--- src/rtl/maxpool2x2_pkg.sv ---
// Shared definitions for the CNN pipeline stages (maxpool, dconv, pconv):
// default word width, a signed-max helper, per-channel slicing helpers and
// the 2x2 window phase encoding used by the pooling stage.
package maxpool2x2_pkg;

  localparam int unsigned DEFAULT_N = 16;

  // Position of a pixel inside its 2x2 window, encoded as {row[0], col[0]}
  typedef enum logic [1:0] {
    PH_TOP_LEFT  = 2'b00,
    PH_TOP_RIGHT = 2'b01,
    PH_BOT_LEFT  = 2'b10,
    PH_BOT_RIGHT = 2'b11
  } win_phase_e;

  // Signed max of two default-width words
  function automatic logic [DEFAULT_N-1:0] smax(input logic [DEFAULT_N-1:0] a,
                                               input logic [DEFAULT_N-1:0] b);
    return ($signed(a) >= $signed(b)) ? a : b;
  endfunction

  // LSB of channel ch in a CHANNEL*n packed pixel
  function automatic int unsigned chan_lsb(input int unsigned ch, input int unsigned n);
    return ch * n;
  endfunction

  // MSB of channel ch in a CHANNEL*n packed pixel
  function automatic int unsigned chan_msb(input int unsigned ch, input int unsigned n);
    return (ch * n) + n - 1;
  endfunction

endpackage

--- src/rtl/maxpool2x2_smax2.sv ---
// Combinational signed max of two N-bit two's-complement words.
// Ports: a, b - operands; y_c - the larger operand (either one on a tie).
module smax2 #(
  parameter int unsigned N = 16
) (
  input  logic [N-1:0] a,
  input  logic [N-1:0] b,
  output logic [N-1:0] y_c
);

  assign y_c = ($signed(a) >= $signed(b)) ? a : b;

endmodule

--- src/rtl/maxpool2x2.sv ---
// 2x2 stride-2 max pooling over a raster-ordered square feature map.
// Top-row pairs are reduced into a half-width line buffer; the bottom row
// combines them with its own pair and emits one pooled pixel per window.
// Ports:
//   clk, rst_n      - clock, async active-low reset
//   ce              - global clock enable, everything holds while low
//   input_vld/_din  - one pixel per accepted cycle, channel c at [c*N +: N]
//   pool_dout       - pooled pixel, same channel packing, held between pulses
//   pool_dout_vld   - one-cycle (ce-qualified) pulse per pooled pixel
//   pool_dout_end   - marks the last pooled pixel of the frame
module maxpool2x2
  import maxpool2x2_pkg::*;
#(
  parameter int unsigned N          = DEFAULT_N,
  parameter int unsigned CHANNEL    = 3,
  parameter int unsigned INPUT_SIZE = 6
) (
  input  logic                 clk,
  input  logic                 rst_n,
  input  logic                 ce,
  input  logic                 input_vld,
  input  logic [CHANNEL*N-1:0] input_din,
  output logic [CHANNEL*N-1:0] pool_dout,
  output logic                 pool_dout_vld,
  output logic                 pool_dout_end
);

  localparam int unsigned W    = CHANNEL * N;
  localparam int unsigned HALF = INPUT_SIZE / 2;
  localparam int unsigned CW   = (INPUT_SIZE > 2) ? $clog2(INPUT_SIZE) : 1;
  localparam int unsigned LW   = (HALF > 1) ? $clog2(HALF) : 1;
  localparam int unsigned LAST = INPUT_SIZE - 1;

  logic [CW-1:0] col_q;
  logic [CW-1:0] row_q;
  logic [W-1:0]  h_q;
  logic [W-1:0]  linebuf_q [HALF];

  logic          accept;
  logic          col_last;
  logic          row_last;
  win_phase_e    phase;
  logic [LW-1:0] lb_idx;
  logic [W-1:0]  lb_rd;
  logic [W-1:0]  max_hp;
  logic [W-1:0]  max_all;

  assign accept   = ce & input_vld;
  assign col_last = (col_q == CW'(LAST));
  assign row_last = (row_q == CW'(LAST));
  assign phase    = win_phase_e'({row_q[0], col_q[0]});
  assign lb_idx   = LW'(col_q >> 1);
  assign lb_rd    = linebuf_q[lb_idx];

  // Per-channel max(h, pixel), then max with the buffered top-row pair
  for (genvar c = 0; c < CHANNEL; c++) begin : gen_chan
    smax2 #(.N(N)) u_max_hp (
      .a   (h_q[chan_lsb(c, N) +: N]),
      .b   (input_din[chan_lsb(c, N) +: N]),
      .y_c (max_hp[chan_lsb(c, N) +: N])
    );
    smax2 #(.N(N)) u_max_all (
      .a   (lb_rd[chan_lsb(c, N) +: N]),
      .b   (max_hp[chan_lsb(c, N) +: N]),
      .y_c (max_all[chan_lsb(c, N) +: N])
    );
  end

  // Position counters, left-pixel hold register and pooled output
  always_ff @(posedge clk or negedge rst_n) begin
    if (!rst_n) begin
      col_q         <= '0;
      row_q         <= '0;
      h_q           <= '0;
      pool_dout     <= '0;
      pool_dout_vld <= 1'b0;
      pool_dout_end <= 1'b0;
    end else if (ce) begin
      pool_dout_vld <= 1'b0;
      pool_dout_end <= 1'b0;
      if (input_vld) begin
        if (col_last) begin
          col_q <= '0;
          row_q <= row_last ? '0 : row_q + 1'b1;
        end else begin
          col_q <= col_q + 1'b1;
        end
        case (phase)
          PH_TOP_LEFT,
          PH_BOT_LEFT:  h_q <= input_din;
          PH_BOT_RIGHT: begin
            pool_dout     <= max_all;
            pool_dout_vld <= 1'b1;
            pool_dout_end <= col_last & row_last;
          end
          default: ;
        endcase
      end
    end
  end

  // Line buffer: always written on the top row before the bottom row reads it
  always_ff @(posedge clk) begin
    if (accept && (phase == PH_TOP_RIGHT)) begin
      linebuf_q[lb_idx] <= max_hp;
    end
  end

endmodule

--- config.mk ---
export PLATFORM = sky130hd
export DESIGN_NAME = maxpool2x2
export DESIGN_NICKNAME = d
export VERILOG_FILES = /design/src/rtl/maxpool2x2_pkg.sv /design/src/rtl/maxpool2x2_smax2.sv /design/src/rtl/maxpool2x2.sv
export SDC_FILE = /design/constraint.sdc
export NUM_CORES = 1
export LEC_CHECK = 0
export ABC_AREA = 1
export CORE_MARGIN = 3
export CORE_UTILIZATION = 59
export CTS_CLUSTER_DIAMETER = 40
export CTS_CLUSTER_SIZE = 30
export DETAILED_ROUTE_END_ITERATION = 16
export PLACE_DENSITY = 0.8
export SLEW_MARGIN = 20
export SYNTH_ARGS = -nofsm -noshare
export SYNTH_HDL_FRONTEND = slang
export SYNTH_SLANG_ARGS = --single-unit
--- constraint.sdc ---
create_clock -name clk -period 8.43 [get_ports clk]
set_input_delay 1.686 -clock clk [delete_from_list [all_inputs] [get_ports clk]]
set_output_delay 1.686 -clock clk [all_outputs]
set_load 0.01 [all_outputs]
==> results.toml, run 1 <==
[status]
run_status = "complete, no violations"

[timing]
worst_skew_ns = 0.01146
fin_crit_ns = 5.698
max_clock_freq_ghz = 0.1755
timing.max_slew.rel_slack = 0.3472
unrepaired_setup_endpoints_after_global_routing = "false"
finalWorstSetupSlack_ns = 2.732
period_share = 0.6759
timing.final.hold_violations = 0
setup_violations = 0
fin_tns_setup_ns = 0
slew_violations = 0
worstMarginPinSlew_ns = 0.9791

[finish]
postLayoutCoreUtil = 0.7116
antennaDiodeCount = 0
area_growth_syn_to_layout_pct = 18.05
nNetsFinal = 1682
layoutNonFillerInstCount = 1839
layout.cells.most_common_list = "nand2_1 (427), inv_1 (221), edfxtp_1 (144)"
layout_cells_sized_above_1 = 0.07184
mostFrequentLayoutCell = "nand2_1"

[setup_path]
cp_data_required_time_ns = 8.82
crit_type = "in2reg"
worst_setup_path_end_kind = "register"
crit_arrival_ns = 6.09
critical_path.startpoint_type = "input port"
timing.critical_path.slowest_stage_cell = "clkdlybuf4s50_1"
cp_cell_sequence = "clkdlybuf4s50_1, inv_1, ha_1, nand2_1, nor3_2, nand3_2, nand3_4, nand2_1, nand2_1, inv_1, ha_1, nand2_1, nor2_1, nand3_1, nor2_2, nand2_1, nand4_2, nand3_4, inv_2, nand3_1, nand2_1, nand2_1"
cp_common_cell = "nand2_1"
crit_path_max_incr_delay_ns = 0.50
crit_path_max_fanout = 17

[floorplanning]
initial_cell_density_of_the_core = 0.6028
floorplan.rows = 54
die_area_mm2 = 0.02427
floorplan.die.height_um = 155.8
floorplan.core_area_mm2 = 0.02196
floorplan.io_pins = 102
floorplan.die.width_um = 155.8

[yosys]
synth_seq_cells = 248
synthesis.yosys.warnings = 0
syn_inst = 1441
synth_ff_type = "edfxtp_1"
postSynth.asyncResetShare = 0.4194
synth_area_mm2 = 0.01324
synthesis.area_per_instance_um2 = 9.186
synth.distinct_cells = 37
yosysSeqAreaShare = 0.5233
edff_count_synth = 144
syn-num-nets = 1589

[routing]
drt.antenna.violating_nets = 0
postRouteWirelength_um = 30810
drt_pass1_iterations = 7
num_vias = 10400
drc = 0
detail_route.iter0.violations = 789
avgViaCountPerCell = 5.655
wl_per_cell_um = 16.75

[hold_path]
hold_path_class = "reg2reg"

[power_and_ir_drop]
p_total_mw = 5.952
power_density_mw_per_mm2 = 380.9
leakage_nw = 7.602
peakVddDrop_mv = 0.2217

[clock_tree]
cts_tree = "done"
clock_tree.htree_level_count = 2
cts.reportedPaths.clkPinSlew_ns = 0.05
cts.root.buffer_cell = "clkbuf_16"
clock_buffer_count_from_cts = 35
cts_resized = 0
cts_buffer_depth = 3
insertion_delay_ns = 0.50
cts_setup_buffers = 0
clock_sinks = 248
hold_buffer_count_at_cts = 0

[global_routing]
global_route.usage.total = 0.2578
grt_pass1_wl_um = 51160
largest_net_degree_at_the_start_of_global_routing = 99
globalRouteOverflowTotal = 0
grt_antenna_before_repair = 1
grt_pass1_vias = 10510

[placement]
detailedPlacementHpwl_um = 20090
gp_congestion = 0.8952
dp_slack_ns = 2.321
placedCellCount = 1777
port_buffers = 101

[job]
timing.max_cap.violations = 0
## sequential cells by signal, summed over array words and instances, names as in the netlist
| name | count |
|---|---|
| pool_dout_end | 1 |
| row_q | 3 |
| col_q | 3 |
| pool_dout | 48 |
| h_q | 48 |
| linebuf_q | 144 |
| pool_dout_vld | 1 |
## worst max-delay path: cells and delay by family
kind                     cells  cell delay (ns)
adder cells (fa/ha/maj)      2             0.70
buffers and inverters        4             0.97
AND/OR/NAND/NOR             16             2.71
## cells by family (layout without fill, tap and decap cells)
family / count (synthesis) / after routing / synth area share
and+or+nand+nor: 613 / 613 / 0.2064
AOI/OAI and AO/OA: 205 / 205 / 0.09330
muxes: 1 / 1 / 0.0007562
buffers and inverters: 278 / 396 / 0.08555
adders and majority gates: 96 / 96 / 0.09075
DFF: 248 / 248 / 0.5233
## per-layer routing
metal / track usage / vias up / part of all wire
li1: - / 5033 / -
met1: 0.3375 / 4974 / 0.43
met2: 0.4375 / 341 / 0.49
met3: 0.04938 / 50 / 0.061
met4: 0.08074 / 2 / 0.018
met5: 0 / - / 0.00042
## final timing paths
| kind | depth (start not counted) | to | slack (ns) | startpoint |
|---|---|---|---|---|
| hold / removal | 2 | pool_dout[27] | 0.47 | pool_dout[27] |
| hold reg to reg | 2 | pool_dout[27] | 0.47 | pool_dout[27] |
| setup reg to reg | 20 | pool_dout[29] | 4.09 | h_q[31] |
| max in group asynchronous | 2 | pool_dout[31] | 5.94 | rst_n |
| setup / recovery | 22 | pool_dout[29] | 2.73 | input_din[31] |
| min in group asynchronous | 1 | pool_dout[3] | 1.14 | rst_n |
## synth_stat cells, types with 8 or more instances
cell type / count / area (um2)
a21oi_1: 92 / 460.4
a221oi_1: 45 / 394.1
buf_2: 11 / 55.05
clkbuf_1: 32 / 120.1
dfrtp_1: 104 / 2603
edfxtp_1: 144 / 4324
ha_1: 96 / 1201
inv_1: 221 / 829.6
nand2_1: 428 / 1607
nand2_2: 15 / 93.84
nand3_1: 57 / 285.3
nand3_2: 8 / 80.08
nand4_1: 52 / 325.3
nor2_1: 39 / 146.4
o21ai_0: 53 / 265.3
## power by group
group | internal, mW | switching, mW
Clock | 0.957 | 0.532
Sequential | 1.60 | 0.143
Combinational | 0.964 | 1.76
## per-stage QoR
step / hold WS [ns] / area [um2]
after floorplan: 0.4501 / 13240
after global placement: 0.4609 / 14420
after detailed placement: 0.4635 / 14420
after CTS: 0.4796 / 15620
after global routing: 0.4993 / 15630
final: 0.4732 / 15630
## cell type report
type / count / area (um2)
clock buffers: 38 / 897.1
fillers: 1544 / 6332
repair buffers: 110 / 1076
inverters: 224 / 843.3
clock inverters: 24 / 297.8
flip-flops and latches: 248 / 6927
multi-input cells: 915 / 5235
well taps: 280 / 350.3
Note: power is estimated with default switching activity, not from simulation.
==> run 2, diff against run 1 <==
- CORE_UTILIZATION: 59 -> 53
- PLACE_DENSITY: 0.8 -> 0.76
- clock period: 8.43 -> 4.7 ns (I/O delays scaled with it)
==> results.toml, run 2 (same netlist as run 1, synthesis figures left out) <==
[power_and_ir_drop]
leakage_nw = 7.993
peakVddDrop_mv = 0.4454
power_density_mw_per_mm2 = 711.3

[clock_tree]
cts_setup_buffers = 0
hold_buffer_count_at_cts = 0
clock_buffer_count_from_cts = 36
clock_sinks = 248
cts_buffer_depth = 3
insertion_delay_ns = 0.51
cts_tree = "done"
cts.reportedPaths.clkPinSlew_ns = 0.07
cts_resized = 0
clock_tree.htree_level_count = 2
cts.root.buffer_cell = "clkbuf_16"

[placement]
port_buffers = 101
placed_cell_area_mm2 = 0.01508
gp_congestion = 0.8384
detailedPlacementHpwl_um = 21640

[routing]
drt_pass1_iterations = 7
postRouteWirelength_um = 32340
avgViaCountPerCell = 5.473
num_vias = 10650
drc = 0
drt.antenna.violating_nets = 0
wl_per_cell_um = 16.62
detail_route.iter0.violations = 693

[finish]
registers.top_by_ff_count = "linebuf_q"
layout.cells.most_common_list = "nand2_1 (427), inv_1 (221), edfxtp_1 (144)"
post-route-cell-area_mm2 = 0.01633
area_growth_syn_to_layout_pct = 23.40
antennaDiodeCount = 0
biggestRegsByFlops = "linebuf_q x144, h_q x48, pool_dout x48"
mostFrequentLayoutCell = "nand2_1"
largest_register_ffs = 144
nNetsFinal = 1744
layout_cells_sized_above_1 = 0.1116

[global_routing]
grt_pass1_vias = 10860
globalRouteOverflowTotal = 0
global_route.usage.total = 0.2447
grt_pass1_wl_um = 52760
grt_antenna_before_repair = 0
largest_net_degree_at_the_start_of_global_routing = 67

[job]
timing.max_cap.violations = 0

[timing]
unrepaired_setup_endpoints_after_global_routing = "false"
slew_violations = 0
fin_crit_ns = 4.296
timing.max_slew.rel_slack = 0.4566
max_clock_freq_ghz = 0.2328
fin_worst_hold_slack_ns = 0.4553
worst_skew_ns = 0.01544
worstMarginPinSlew_ns = 0.8151
setup_violations = 0
period_share = 0.9140
timing.final.hold_violations = 0

[floorplanning]
initial_cell_density_of_the_core = 0.5411
floorplan.rows = 57
floorplan.core_area_mm2 = 0.02446
floorplan.io_pins = 102
die_area_mm2 = 0.02691
floorplan.die.width_um = 164.0
floorplan.die.height_um = 164.0

[setup_path]
crit_buf_inv = 5
crit_path_max_incr_delay_ns = 0.52
worst_setup_path_end_kind = "register"
cp_common_cell = "nand2_1"
crit_arrival_ns = 4.68
crit_type = "in2reg"
timing.critical_path.slowest_stage_cell = "clkdlybuf4s50_1"
reg2reg_slack_ns = 1.01
worstReg2RegStart = "h_q[47]"
critical_path.startpoint_type = "input port"
cp_cell_sequence = "clkdlybuf4s50_1, inv_1, ha_1, nand2_1, inv_1, nand2_1, nand2_1, nand2_1, nand2_1, nand2_1, nand3_2, nand3_4, nand2_1, nand2_1, inv_1, ha_1, nand2_2, nor4_4, nand3_1, nand3_4, buf_4, a21oi_1, nand2_1, nand2_1"
timing.critical_path.max_delay_family = "simple AND/OR/NAND/NOR gates"
crit_path_max_fanout = 16
cp_data_required_time_ns = 5.09
critPathLaunch = "input_din[35]"

[status]
run_status = "complete, no violations"

[hold_path]
hold_path_class = "in2async"
==> run 2: cell type report <==
| class | instances | area [um2] |
|---|---|---|
| clock buffer | 39 | 943.4 |
| clock inverter | 25 | 307.8 |
| fill | 1849 | 8128 |
| inverter | 224 | 843.3 |
| multi-input combinational | 915 | 5235 |
| sequential | 248 | 6928 |
| tap | 324 | 405.4 |
| timing repair buffer | 171 | 1672 |
==> run 2: worst paths after layout <==
path	endpoint	depth (start not counted)
min reg2reg	pool_dout[33]	2
min in group clk	pool_dout[33]	2
max in group asynchronous	pool_dout[33]	2
min	pool_dout[4]	1
max	pool_dout[38]	24
max reg2reg	pool_dout[38]	19
==> run 2: stage by stage <==
step / std cells / worst slack [ns] / total power, mW / setup TNS, ns / utilization
finish: 1946 / 0.4042 / 11.62 / 0 / 0.6677
detailed placement: 1882 / -0.03426 / 8.804 / -0.1073 / 0.6166
floorplan: 1441 / 0.2989 / 6.656 / 0 / -
global placement: 1882 / -0.009469 / 8.623 / -0.009469 / 0.6166
global route: 1946 / 0.08272 / 12.47 / 0 / 0.6677
CTS: 1946 / 0.4484 / 11.67 / 0 / 0.6677
==> run 2: worst register-to-register path, cell delays in order, from the launching register on <==
cell     delay (ns)
dfrtp_1        0.40
ha_1           0.36
nand2_1        0.12
nor3_2         0.30
nand2_1        0.14
nand2_1        0.09
nand2_2        0.10
nand3_4        0.18
nand2_1        0.10
nand2_1        0.12
inv_1          0.06
ha_1           0.33
nand2_2        0.10
nor4_4         0.35
nand3_1        0.20
nand3_4        0.14
buf_4          0.21
a21oi_1        0.10
nand2_1        0.12
nand2_1        0.06
==> run 2: power by group <==
group	internal (mW)	leakage, nW	switching [mW]
Clock	1.68	0.617	1.10
Combinational	2.39	4.77	3.30
Sequential	2.86	2.60	0.284
Total	6.93	7.99	4.68
==> run 2: metal layers <==
layer	track usage	vias to the layer above	wire [um]
met2	0.4309	316	15980
met5	0	-	0
li1	-	5146	-
met3	0.04187	96	1789
met1	0.3045	5093	13520
met4	0.08574	0	1046
